--- config.mk ---
export PLATFORM = sky130hd
export DESIGN_NAME = rob_commit_unit
export DESIGN_NICKNAME = d
export VERILOG_FILES = /design/src/rtl/rob_pkg.sv /design/src/rtl/rob_commit_unit.sv
export SDC_FILE = /design/constraint.sdc
export NUM_CORES = 1
export LEC_CHECK = 0
export BUFFER_PORTS_ARGS = -buffer_cell sky130_fd_sc_hd__buf_4
export CAP_MARGIN = 30
export CORE_AREA = 4 4 172 174
export DETAILED_ROUTE_END_ITERATION = 7
export DIE_AREA = 0 0 176 178
export GPL_TIMING_DRIVEN = 0
export PLACE_DENSITY = 0.63
export SETUP_SLACK_MARGIN = 0.5
export SLEW_MARGIN = 25
export SYNTH_ARGS = -nofsm -noshare
export SYNTH_HDL_FRONTEND = slang
export SYNTH_SLANG_ARGS = --single-unit
--- constraint.sdc ---
create_clock -name clk_i -period 2.3 [get_ports clk_i]
set_input_delay 0.115 -clock clk_i [delete_from_list [all_inputs] [get_ports clk_i]]
set_output_delay 0.115 -clock clk_i [all_outputs]
set_load 0.05 [all_outputs]
--- src/rtl/rob_pkg.sv ---
// Shared types and default widths for the reorder-buffer retire logic.
//   commit_state_t : retire FSM states
//   rob_entry_t    : payload of the entry sitting at the ROB head
package rob_pkg;

  localparam int unsigned DEF_REG_ADDR = 5;
  localparam int unsigned DEF_DATA_W   = 64;

  typedef enum logic [1:0] {
    RUN        = 2'd0,
    STORE_WAIT = 2'd1,
    FLUSH      = 2'd2
  } commit_state_t;

  typedef struct packed {
    logic                    done;
    logic                    regWrite;
    logic [DEF_REG_ADDR-1:0] dest;
    logic [DEF_DATA_W-1:0]   data;
    logic [DEF_DATA_W-1:0]   addr;
    logic                    isStore;
    logic                    mispredict;
  } rob_entry_t;

endpackage

--- src/rtl/rob_commit_unit.sv ---
// Retire-side controller for the reorder buffer.
// Retires completed head entries in program order, performs register writes,
// holds stores until memory accepts them and flushes on a mispredicted branch.
// Ports:
//   clk_i, reset_i (async, active low)
//   head_i / entry*_i      : ROB head index and head entry fields
//   storeReady_i           : memory accepts the pending store
//   updateHead_o, retireIdx_o, regWr*_o   : combinational retire/write strobes
//   store*_o               : registered store request (latched address/data)
//   needToRestore_o, redirect*_o          : registered flush and redirect
//   commitCount_o          : running count of retired instructions
module rob_commit_unit
  import rob_pkg::*;
#(
  parameter int unsigned ROBsize      = 16,
  parameter int unsigned addrSize     = $clog2(ROBsize),
  parameter int unsigned REG_ADDR     = DEF_REG_ADDR,
  parameter int unsigned DATA_W       = DEF_DATA_W,
  parameter int unsigned FLUSH_CYCLES = 2
) (
  input  logic                clk_i,
  input  logic                reset_i,
  input  logic [addrSize-1:0] head_i,
  input  logic                entryValid_i,
  input  logic                entryDone_i,
  input  logic                entryRegWrite_i,
  input  logic [REG_ADDR-1:0] entryDest_i,
  input  logic [DATA_W-1:0]   entryData_i,
  input  logic [DATA_W-1:0]   entryAddr_i,
  input  logic                entryIsStore_i,
  input  logic                entryMispredict_i,
  input  logic                storeReady_i,
  output logic                updateHead_o,
  output logic [addrSize-1:0] retireIdx_o,
  output logic                regWrEn_o,
  output logic [REG_ADDR-1:0] regWrAddr_o,
  output logic [DATA_W-1:0]   regWrData_o,
  output logic                storeValid_o,
  output logic [DATA_W-1:0]   storeAddr_o,
  output logic [DATA_W-1:0]   storeData_o,
  output logic                needToRestore_o,
  output logic                redirectValid_o,
  output logic [DATA_W-1:0]   redirectPc_o,
  output logic [31:0]         commitCount_o
);

  localparam int unsigned CNT_W    = 4;
  localparam int unsigned COUNT_W  = 32;

  commit_state_t        state_q, state_d;
  logic [CNT_W-1:0]     flush_cnt_q, flush_cnt_d;
  logic [DATA_W-1:0]    st_addr_q, st_addr_d;
  logic [DATA_W-1:0]    st_data_q, st_data_d;
  logic                 st_misp_q, st_misp_d;
  logic                 store_valid_q, store_valid_d;
  logic                 need_restore_q, need_restore_d;
  logic                 redirect_valid_q, redirect_valid_d;
  logic [DATA_W-1:0]    redirect_pc_q, redirect_pc_d;
  logic [COUNT_W-1:0]   commit_cnt_q, commit_cnt_d;

  logic ready;
  logic update_head;
  logic reg_wr_en;

  assign ready = entryValid_i & entryDone_i;

  // Next-state, retire strobes and registered-output next values.
  always_comb begin
    state_d          = state_q;
    flush_cnt_d      = flush_cnt_q;
    st_addr_d        = st_addr_q;
    st_data_d        = st_data_q;
    st_misp_d        = st_misp_q;
    store_valid_d    = store_valid_q;
    need_restore_d   = 1'b0;
    redirect_valid_d = 1'b0;
    redirect_pc_d    = redirect_pc_q;
    update_head      = 1'b0;
    reg_wr_en        = 1'b0;

    unique case (state_q)
      RUN: begin
        if (ready) begin
          if (entryIsStore_i) begin
            // Capture the store; it retires once memory accepts it.
            st_addr_d     = entryAddr_i;
            st_data_d     = entryData_i;
            st_misp_d     = entryMispredict_i;
            store_valid_d = 1'b1;
            state_d       = STORE_WAIT;
          end else begin
            update_head = 1'b1;
            reg_wr_en   = entryRegWrite_i;
            if (entryMispredict_i) begin
              redirect_pc_d    = entryAddr_i;
              flush_cnt_d      = CNT_W'(FLUSH_CYCLES);
              need_restore_d   = 1'b1;
              redirect_valid_d = 1'b1;
              state_d          = FLUSH;
            end
          end
        end
      end

      STORE_WAIT: begin
        if (storeReady_i && store_valid_q) begin
          update_head   = 1'b1;
          store_valid_d = 1'b0;
          if (st_misp_q) begin
            redirect_pc_d    = st_addr_q;
            flush_cnt_d      = CNT_W'(FLUSH_CYCLES);
            need_restore_d   = 1'b1;
            redirect_valid_d = 1'b1;
            state_d          = FLUSH;
          end else begin
            state_d = RUN;
          end
        end
      end

      FLUSH: begin
        // Counter holds the remaining flush cycles including the current one.
        if (flush_cnt_q <= CNT_W'(1)) begin
          state_d = RUN;
        end else begin
          flush_cnt_d    = flush_cnt_q - CNT_W'(1);
          need_restore_d = 1'b1;
        end
      end

      default: state_d = RUN;
    endcase

    commit_cnt_d = commit_cnt_q + COUNT_W'(update_head);
  end

  // State and output registers.
  always_ff @(posedge clk_i or negedge reset_i) begin
    if (!reset_i) begin
      state_q          <= RUN;
      flush_cnt_q      <= '0;
      st_addr_q        <= '0;
      st_data_q        <= '0;
      st_misp_q        <= 1'b0;
      store_valid_q    <= 1'b0;
      need_restore_q   <= 1'b0;
      redirect_valid_q <= 1'b0;
      redirect_pc_q    <= '0;
      commit_cnt_q     <= '0;
    end else begin
      state_q          <= state_d;
      flush_cnt_q      <= flush_cnt_d;
      st_addr_q        <= st_addr_d;
      st_data_q        <= st_data_d;
      st_misp_q        <= st_misp_d;
      store_valid_q    <= store_valid_d;
      need_restore_q   <= need_restore_d;
      redirect_valid_q <= redirect_valid_d;
      redirect_pc_q    <= redirect_pc_d;
      commit_cnt_q     <= commit_cnt_d;
    end
  end

  // Combinational outputs are forced low while reset is asserted.
  assign updateHead_o    = update_head & reset_i;
  assign retireIdx_o     = reset_i ? head_i : '0;
  assign regWrEn_o       = reg_wr_en & reset_i;
  assign regWrAddr_o     = regWrEn_o ? entryDest_i : '0;
  assign regWrData_o     = regWrEn_o ? entryData_i : '0;

  assign storeValid_o    = store_valid_q;
  assign storeAddr_o     = st_addr_q;
  assign storeData_o     = st_data_q;
  assign needToRestore_o = need_restore_q;
  assign redirectValid_o = redirect_valid_q;
  assign redirectPc_o    = redirect_pc_q;
  assign commitCount_o   = commit_cnt_q;

endmodule
==> flow_summary.ini, run 1 <==
[yosys]
synth_cells = 798
synth-edff-count = 0
ys_seq_area_frac = 0.558
synth_top_cell_by_area = dfrtp_1
synth-seq-cells = 234
synth_cell_types = 38
syn_nets = 948
synthArstFlopShare = 1.00
yosys_most_used_dff = dfrtp_1
synthTopCellsByArea = dfrtp_1 (56%), mux2_4 (13%), mux2i_1 (6.2%), and2_1 (4.5%), mux2_2 (4.4%)
synth.avg_cell_area_sq_um = 13.2
synth_area_sq_um = 10500
synth_top_area_frac = 0.558
synth_warnings = 0

[setup_path]
worstSetupPathType = register to primary output
critical_path_arrival_ns = 2.19
path_max_fanout = 10
cp-end-kind = primary output
path_cells = and4bb_4 -> and4_4 -> buf_12 -> buf_8 -> and2_1 -> buf_6
cpPeakStageDelay_ns = 0.44
required_ns = 2.18
startpoint_type = register
crit_slowest_cell = dfrtp_2

[sta]
drv_slew = 0
max_freq_ghz = 0.433
rsz0062_at_grt = yes
tightest_slew_ns = 0.691
fin_ws_ns = -0.00928
finalSetupViolCount = 5
fin_crit_ns = 2.31
hold_viol = 78
fin_crit_sh = 1.00
maxSlewHeadroom = 0.539
finClkSkew_ns = 0.00972
whs_ns = -0.397

[floorplanning]
rows = 61
core-area_sq_um = 27800
initial_utilization = 0.378
die_x_microns = 176
io_pins = 447
die_y_microns = 178
fp.dieArea_sq_um = 31300

[drt]
wirelength_mm = 38.4
route.antenna.remaining_nets = 0
post-route-drc-count = 0
vias = 8754
firstDrtPassIters = 5
via_per_inst = 4.79
dr.first_iter.drc_count = 409
wl_per_cell_microns = 21.0

[clock_tree]
htreeDepth = 1
cts_tree = built
clock_sinks = 234
clkSlewWorstSetupHoldPaths_ns = 0.06
cts_hold_buf = 130
clk_path_buf_depth = 3
clk-insertion-delay-late_ns = 0.52
cts_buffers = 26
ctsRootBufferMaster = clkbuf_16

[layout]
antenna_cells = 0
nNetsFinal = 1580
fill_cells = 2122
drive_above_1_share = 0.537
fin_area_sq_um = 18000
area_growth_pct = 71.9

[power]
p_sw_frac = 0.470
p_int_mw = 13.6
power_frac_comb = 0.549
vdd_drop_max_mv = 1.16
seqPwrFrac = 0.278
p_clk_frac = 0.173
switchingPower_mw = 12.0
pwr_density_cell_nw_per_um2 = 1420
leakage_nw = 9.27
fin_total_pwr_mw = 25.6

[global_routing]
antenna_found_initial = 0
first_global_vias = 9131
grt_overflow = 0
grt_max_degree = 86
grtUsageTotal = 0.222
grt_pass1_wl_mm = 54.5

[min_path]
min_path_type = primary input to async pin

[placement]
dpl.hpwl_mm = 25.9
dpl_cell_area_sq_um = 14400
port_buffers = 446
gp_congestion = 0.800

[outcome]
status = finished with violations
violations = hold timing, setup timing

[run]
maxCapViolCount = 0
## flip-flops by register name, indices dropped and copies added, names as in the netlist
signal and flops:
redirectValid_o 1, storeAddr_o 64, redirectPc_o 64, storeValid_o 1, flush_cnt_q 4, needToRestore_o 1
commitCount_o 32, state_q 2, st_misp_q 1, storeData_o 64
## Yosys cell counts (2+ instances only)
cell,count
nand2_1,76
xor2_1,4
and3_1,4
xnor2_1,27
and4_1,4
nand3_1,14
mux2_2,41
ha_1,5
nor2_1,9
buf_2,11
dfrtp_1,234
o21ai_0,62
a21o_1,2
buf_6,18
and2_1,75
or3_1,2
mux2_4,88
buf_4,5
mux2i_1,65
clkbuf_1,5
clkbuf_2,7
nand4_1,13
o21ai_1,5
inv_1,8
## cell families (layout without fill, tap and decap cells)
group | Yosys count | count (layout) | share of synthesized area
XOR/XNOR | 31 | 31 | 0.0259
AND/OR/NAND/NOR | 205 | 205 | 0.103
flip-flops | 234 | 234 | 0.558
buffers and inverters | 56 | 708 | 0.0372
AO/OA/AOI/OAI | 73 | 73 | 0.0381
multiplexers | 194 | 194 | 0.232
adder cells (fa/ha/maj) | 5 | 5 | 0.00596
## path summary, 6_finish.rpt
path / cells past startpoint / slack (ns) / from / endpoint
setup / recovery: 6 / -0.009 / state_q[1]$_DFFE_PN0P_ / regWrData_o[35]
hold / removal: 1 / -0.40 / reset_i / storeAddr_o[27]$_DFFE_PN0P_
setup reg to reg: 9 / 0.11 / state_q[1]$_DFFE_PN0P_ / commitCount_o[6]$_DFF_PN0_
hold reg to reg: 1 / 0.47 / commitCount_o[31]$_DFF_PN0_ / commitCount_o[31]$_DFF_PN0_
max in group asynchronous: 2 / 1.86 / reset_i / storeData_o[40]$_DFFE_PN0P_
min in group clk_i: 4 / 0.17 / entryIsStore_i / storeAddr_o[19]$_DFFE_PN0P_
## power groups by stage
| stage | clock network, mW | logic (mW) | registers (mW) |
|---|---|---|---|
| after global placement | 0 | 13.4 | 7.04 |
| after floorplan | 0 | 3.15 | 13.0 |
| after global routing | 4.71 | 14.6 | 7.34 |
| final | 4.43 | 14.1 | 7.12 |
| after CTS | 4.55 | 13.9 | 7.10 |
| after detailed placement | 0 | 13.5 | 7.13 |
## final cells by class
cell class / count / area, sq um / area share
multi-input cells: 508 / 4550 / 0.252
clock buffers: 39 / 801 / 0.0444
plain buffers: 47 / 638 / 0.0354
well taps: 378 / 473 / 0.0262
flip-flops and latches: 234 / 5860 / 0.325
inverters: 9 / 36.3 / 0.00201
clock inverters: 9 / 124 / 0.00687
repair buffers: 604 / 5560 / 0.308
## repair_timing
item / CTS / global route
cloned: 4 / 9
setup endpoints to repair: 99 / 296
gates resized for setup: 184 / 124
pin swaps: 21 / 7
setup buffers: 12 / 1
endpoints found under the hold margin: 273 / 78
## metal layers
| layer | part of all wire | vias up | routed length (microns) | GRT usage |
|---|---|---|---|---|
| met5 | 0 | - | 0 | 0 |
| met4 | 0.040 | 0 | 1520 | 0.0783 |
| met3 | 0.088 | 75 | 3400 | 0.0765 |
| met2 | 0.49 | 384 | 18800 | 0.380 |
| met1 | 0.38 | 4280 | 14700 | 0.263 |
| li1 | - | 4015 | - | - |
## through the flow
stage          worst slack (ns)  utilization  hold WS [ns]  setup TNS [ns]  std cells
2_1_floorplan             0.208            -        -0.181               0        798
3_3_place_gp              -1.72        0.517         0.355         -322.65       1622
3_5_place_dp            -0.0425        0.519         0.173          -0.179       1624
4_1_cts                 -0.0187        0.630        -0.399          -0.134       1818
5_1_grt                 -0.0810        0.649        -0.362           -2.41       1828
6_report               -0.00928        0.649        -0.397         -0.0171       1828
## cell usage in the layout (no fill, tap or decap), types with 4 or more instances in the layout
cell           count
and2_1            24
and2_4            50
and3_1             4
buf_12            21
buf_2              9
buf_4            389
buf_6             30
buf_8             55
clkbuf_1           5
clkbuf_16         36
clkbuf_8           9
clkinv_2           5
dfrtp_1          231
dlygate4sd3_1    130
inv_1              8
mux2_2            41
mux2_4            88
mux2i_1           65
nand2_1           73
nand3_1            5
nand3_2            9
nand4_1           13
nor2_1             5
o21ai_0           38
o21ai_1           27
xnor2_1           26
xor2_1             4
## worst max-delay path, delay by kind of cell (launching register included)
kind / cells / cell delay, ns
buf+inv: 3 / 0.48
flops: 1 / 0.44
simple gates: 3 / 0.74
Note: power is estimated with default switching activity, not from simulation.
==> run 2: changes to the inputs <==
--- a/config.mk
+++ b/config.mk
@@ -12,6 +12,7 @@
 export DIE_AREA = 0 0 176 178
 export GPL_TIMING_DRIVEN = 0
 export PLACE_DENSITY = 0.63
+export REMOVE_ABC_BUFFERS = 1
 export SETUP_SLACK_MARGIN = 0.5
 export SLEW_MARGIN = 25
 export SYNTH_ARGS = -nofsm -noshare
==> run 2 against run 1 <==
  * The run still ends with hold timing, setup timing left
  * Final cell count rose by 1.0%
  * Critical path type is now register to register
  * Clock power fell by 5%
  * Critical endpoint is now commitCount_o[12]$_DFF_PN0_
  * Sequential power rose by 0.6%
==> flow_summary.ini, run 2 (synthesized netlist as in run 1, its figures left out) <==
[sta]
fin_crit_sh = 1.05
max_freq_ghz = 0.414
finClkSkew_ns = 0.0188
whs_ns = -0.444
tightest_slew_ns = 0.627
finalSetupViolCount = 1
drv_slew = 0
maxSlewHeadroom = 0.581
fin_tns_setup_ns = -0.118
rsz0062_at_grt = yes
fin_ws_ns = -0.118
hold_viol = 63
fin_crit_ns = 2.42

[floorplanning]
io_pins = 447
die_y_microns = 178
fp.dieArea_sq_um = 31300
rows = 61
core-area_sq_um = 27800
die_x_microns = 176
initial_utilization = 0.378

[placement]
port_buffers = 446
dp_cells = 1587
dpl.hpwl_mm = 22.5
gp_congestion = 0.771
dpl_cell_area_sq_um = 14200

[power]
fin_total_pwr_mw = 25.9
power_frac_comb = 0.560
p_sw_frac = 0.473
seqPwrFrac = 0.276
vdd_drop_max_mv = 0.915
pwr_density_cell_nw_per_um2 = 1390
p_int_mw = 13.7
leakage_nw = 9.55
switchingPower_mw = 12.3
p_clk_frac = 0.163

[drt]
via_per_inst = 4.89
wirelength_mm = 39.9
route.antenna.remaining_nets = 0
dr.first_iter.drc_count = 384
post-route-drc-count = 0
wl_per_cell_microns = 21.6
vias = 9029
firstDrtPassIters = 4

[clock_tree]
clkSlewWorstSetupHoldPaths_ns = 0.06
clk_path_buf_depth = 3
htreeDepth = 1
clock_sinks = 234
cts_tree = built
clk-insertion-delay-late_ns = 0.53
cts_buffers = 27
cts_hold_buf = 130
ctsRootBufferMaster = clkbuf_16

[layout]
drive_above_1_share = 0.552
multi_input_area_sq_um = 4650
layout.area.seq_sq_um = 5860
area_growth_pct = 77.4
nNetsFinal = 1598
final_cells = 1847
final_common_cell = buf_4
most-common-layout-cells = buf_4 (395), dfrtp_1 (233), dlygate4sd3_1 (130), mux2_4 (88), nand2_1 (67)
fill_cells = 1978
fin_area_sq_um = 18600

[setup_path]
worstSetupPathType = register to register
path_cells = and4bb_4 -> buf_4 -> a21o_1 -> ha_4 -> ha_4 -> nand4_1 -> buf_6 -> nor2_4 -> nand4_1 -> xnor2_1
cpPeakStageDelay_ns = 0.40
crit_slowest_cell = dfrtp_1
startpoint_type = register
required_ns = 2.70
critical_path_arrival_ns = 2.82
cp-end-kind = register
path_max_fanout = 6

[run]
maxCapViolCount = 0

[global_routing]
antenna_found_initial = 1
first_global_vias = 9267
grt_max_degree = 88
grt_pass1_wl_mm = 54.3
grt_overflow = 0
grtUsageTotal = 0.220

[min_path]
min_path_type = primary input to async pin

[outcome]
status = finished with violations
violations = hold timing, setup timing
## run 2: repair_timing
action,4_1_cts,5_1_grt
gates cloned,14,21
pin swaps,17,13
buffers inserted,28,17
setup endpoints to repair,265,270
gates resized for setup,143,176
endpoints found under the hold margin,258,63
## run 2: worst max-delay path: cells and delay by family (launching register included)
| kind | cells | cell delay (ns) |
|---|---|---|
| flops | 1 | 0.40 |
| xor+xnor | 1 | 0.29 |
| buf+inv | 2 | 0.29 |
| compound gates | 1 | 0.19 |
| simple gates | 4 | 0.84 |
| fa+ha+maj | 2 | 0.29 |
## run 2: routing by layer
| metal | share of wire | track usage |
|---|---|---|
| met3 | 0.072 | 0.0610 |
| met5 | 0 | 0 |
| met1 | 0.40 | 0.274 |
| met2 | 0.50 | 0.376 |
| met4 | 0.030 | 0.0624 |
## run 2: metrics by stage
step                      setup slack [ns]   util
after global placement               -2.68  0.503
final                               -0.118  0.670
after CTS                           0.0270  0.631
after global routing                -0.167  0.670
after floorplan                      -1.06      -
after detailed placement            -0.439  0.513
## run 2: final timing paths
kind                                         startpoint                            to  slack [ns]  cells past startpoint
max                              state_q[1]$_DFFE_PN0P_   commitCount_o[12]$_DFF_PN0_       -0.12                     10
min                                             reset_i   storeAddr_o[60]$_DFFE_PN0P_       -0.44                      1
max reg2reg                      state_q[1]$_DFFE_PN0P_   commitCount_o[12]$_DFF_PN0_       -0.12                     10
min reg2reg                redirectPc_o[29]$_DFFE_PN0P_  redirectPc_o[29]$_DFFE_PN0P_        0.48                      2
max in group asynchronous                       reset_i    storeData_o[3]$_DFFE_PN0P_        1.51                      3
min in group clk_i                       entryIsStore_i    storeData_o[1]$_DFFE_PN0P_        0.20                      4
## run 2: power groups by stage
stage	sequential, mW	clock [mW]	combinational [mW]
after floorplan	13.0	0	3.14
after global placement	7.14	0	13.5
after detailed placement	7.09	0	13.3
after CTS	7.08	4.32	13.9
after global routing	7.38	4.50	15.1
final	7.16	4.23	14.5
## run 2: cell type report
class	count	area share
well taps	378	0.0254
clock buffers	39	0.0425
flip-flops and latches	234	0.315
multi-input cells	511	0.250
repair buffers	665	0.361
clock inverters	10	0.00430
inverters	9	0.00222
diodes	1	0.000134
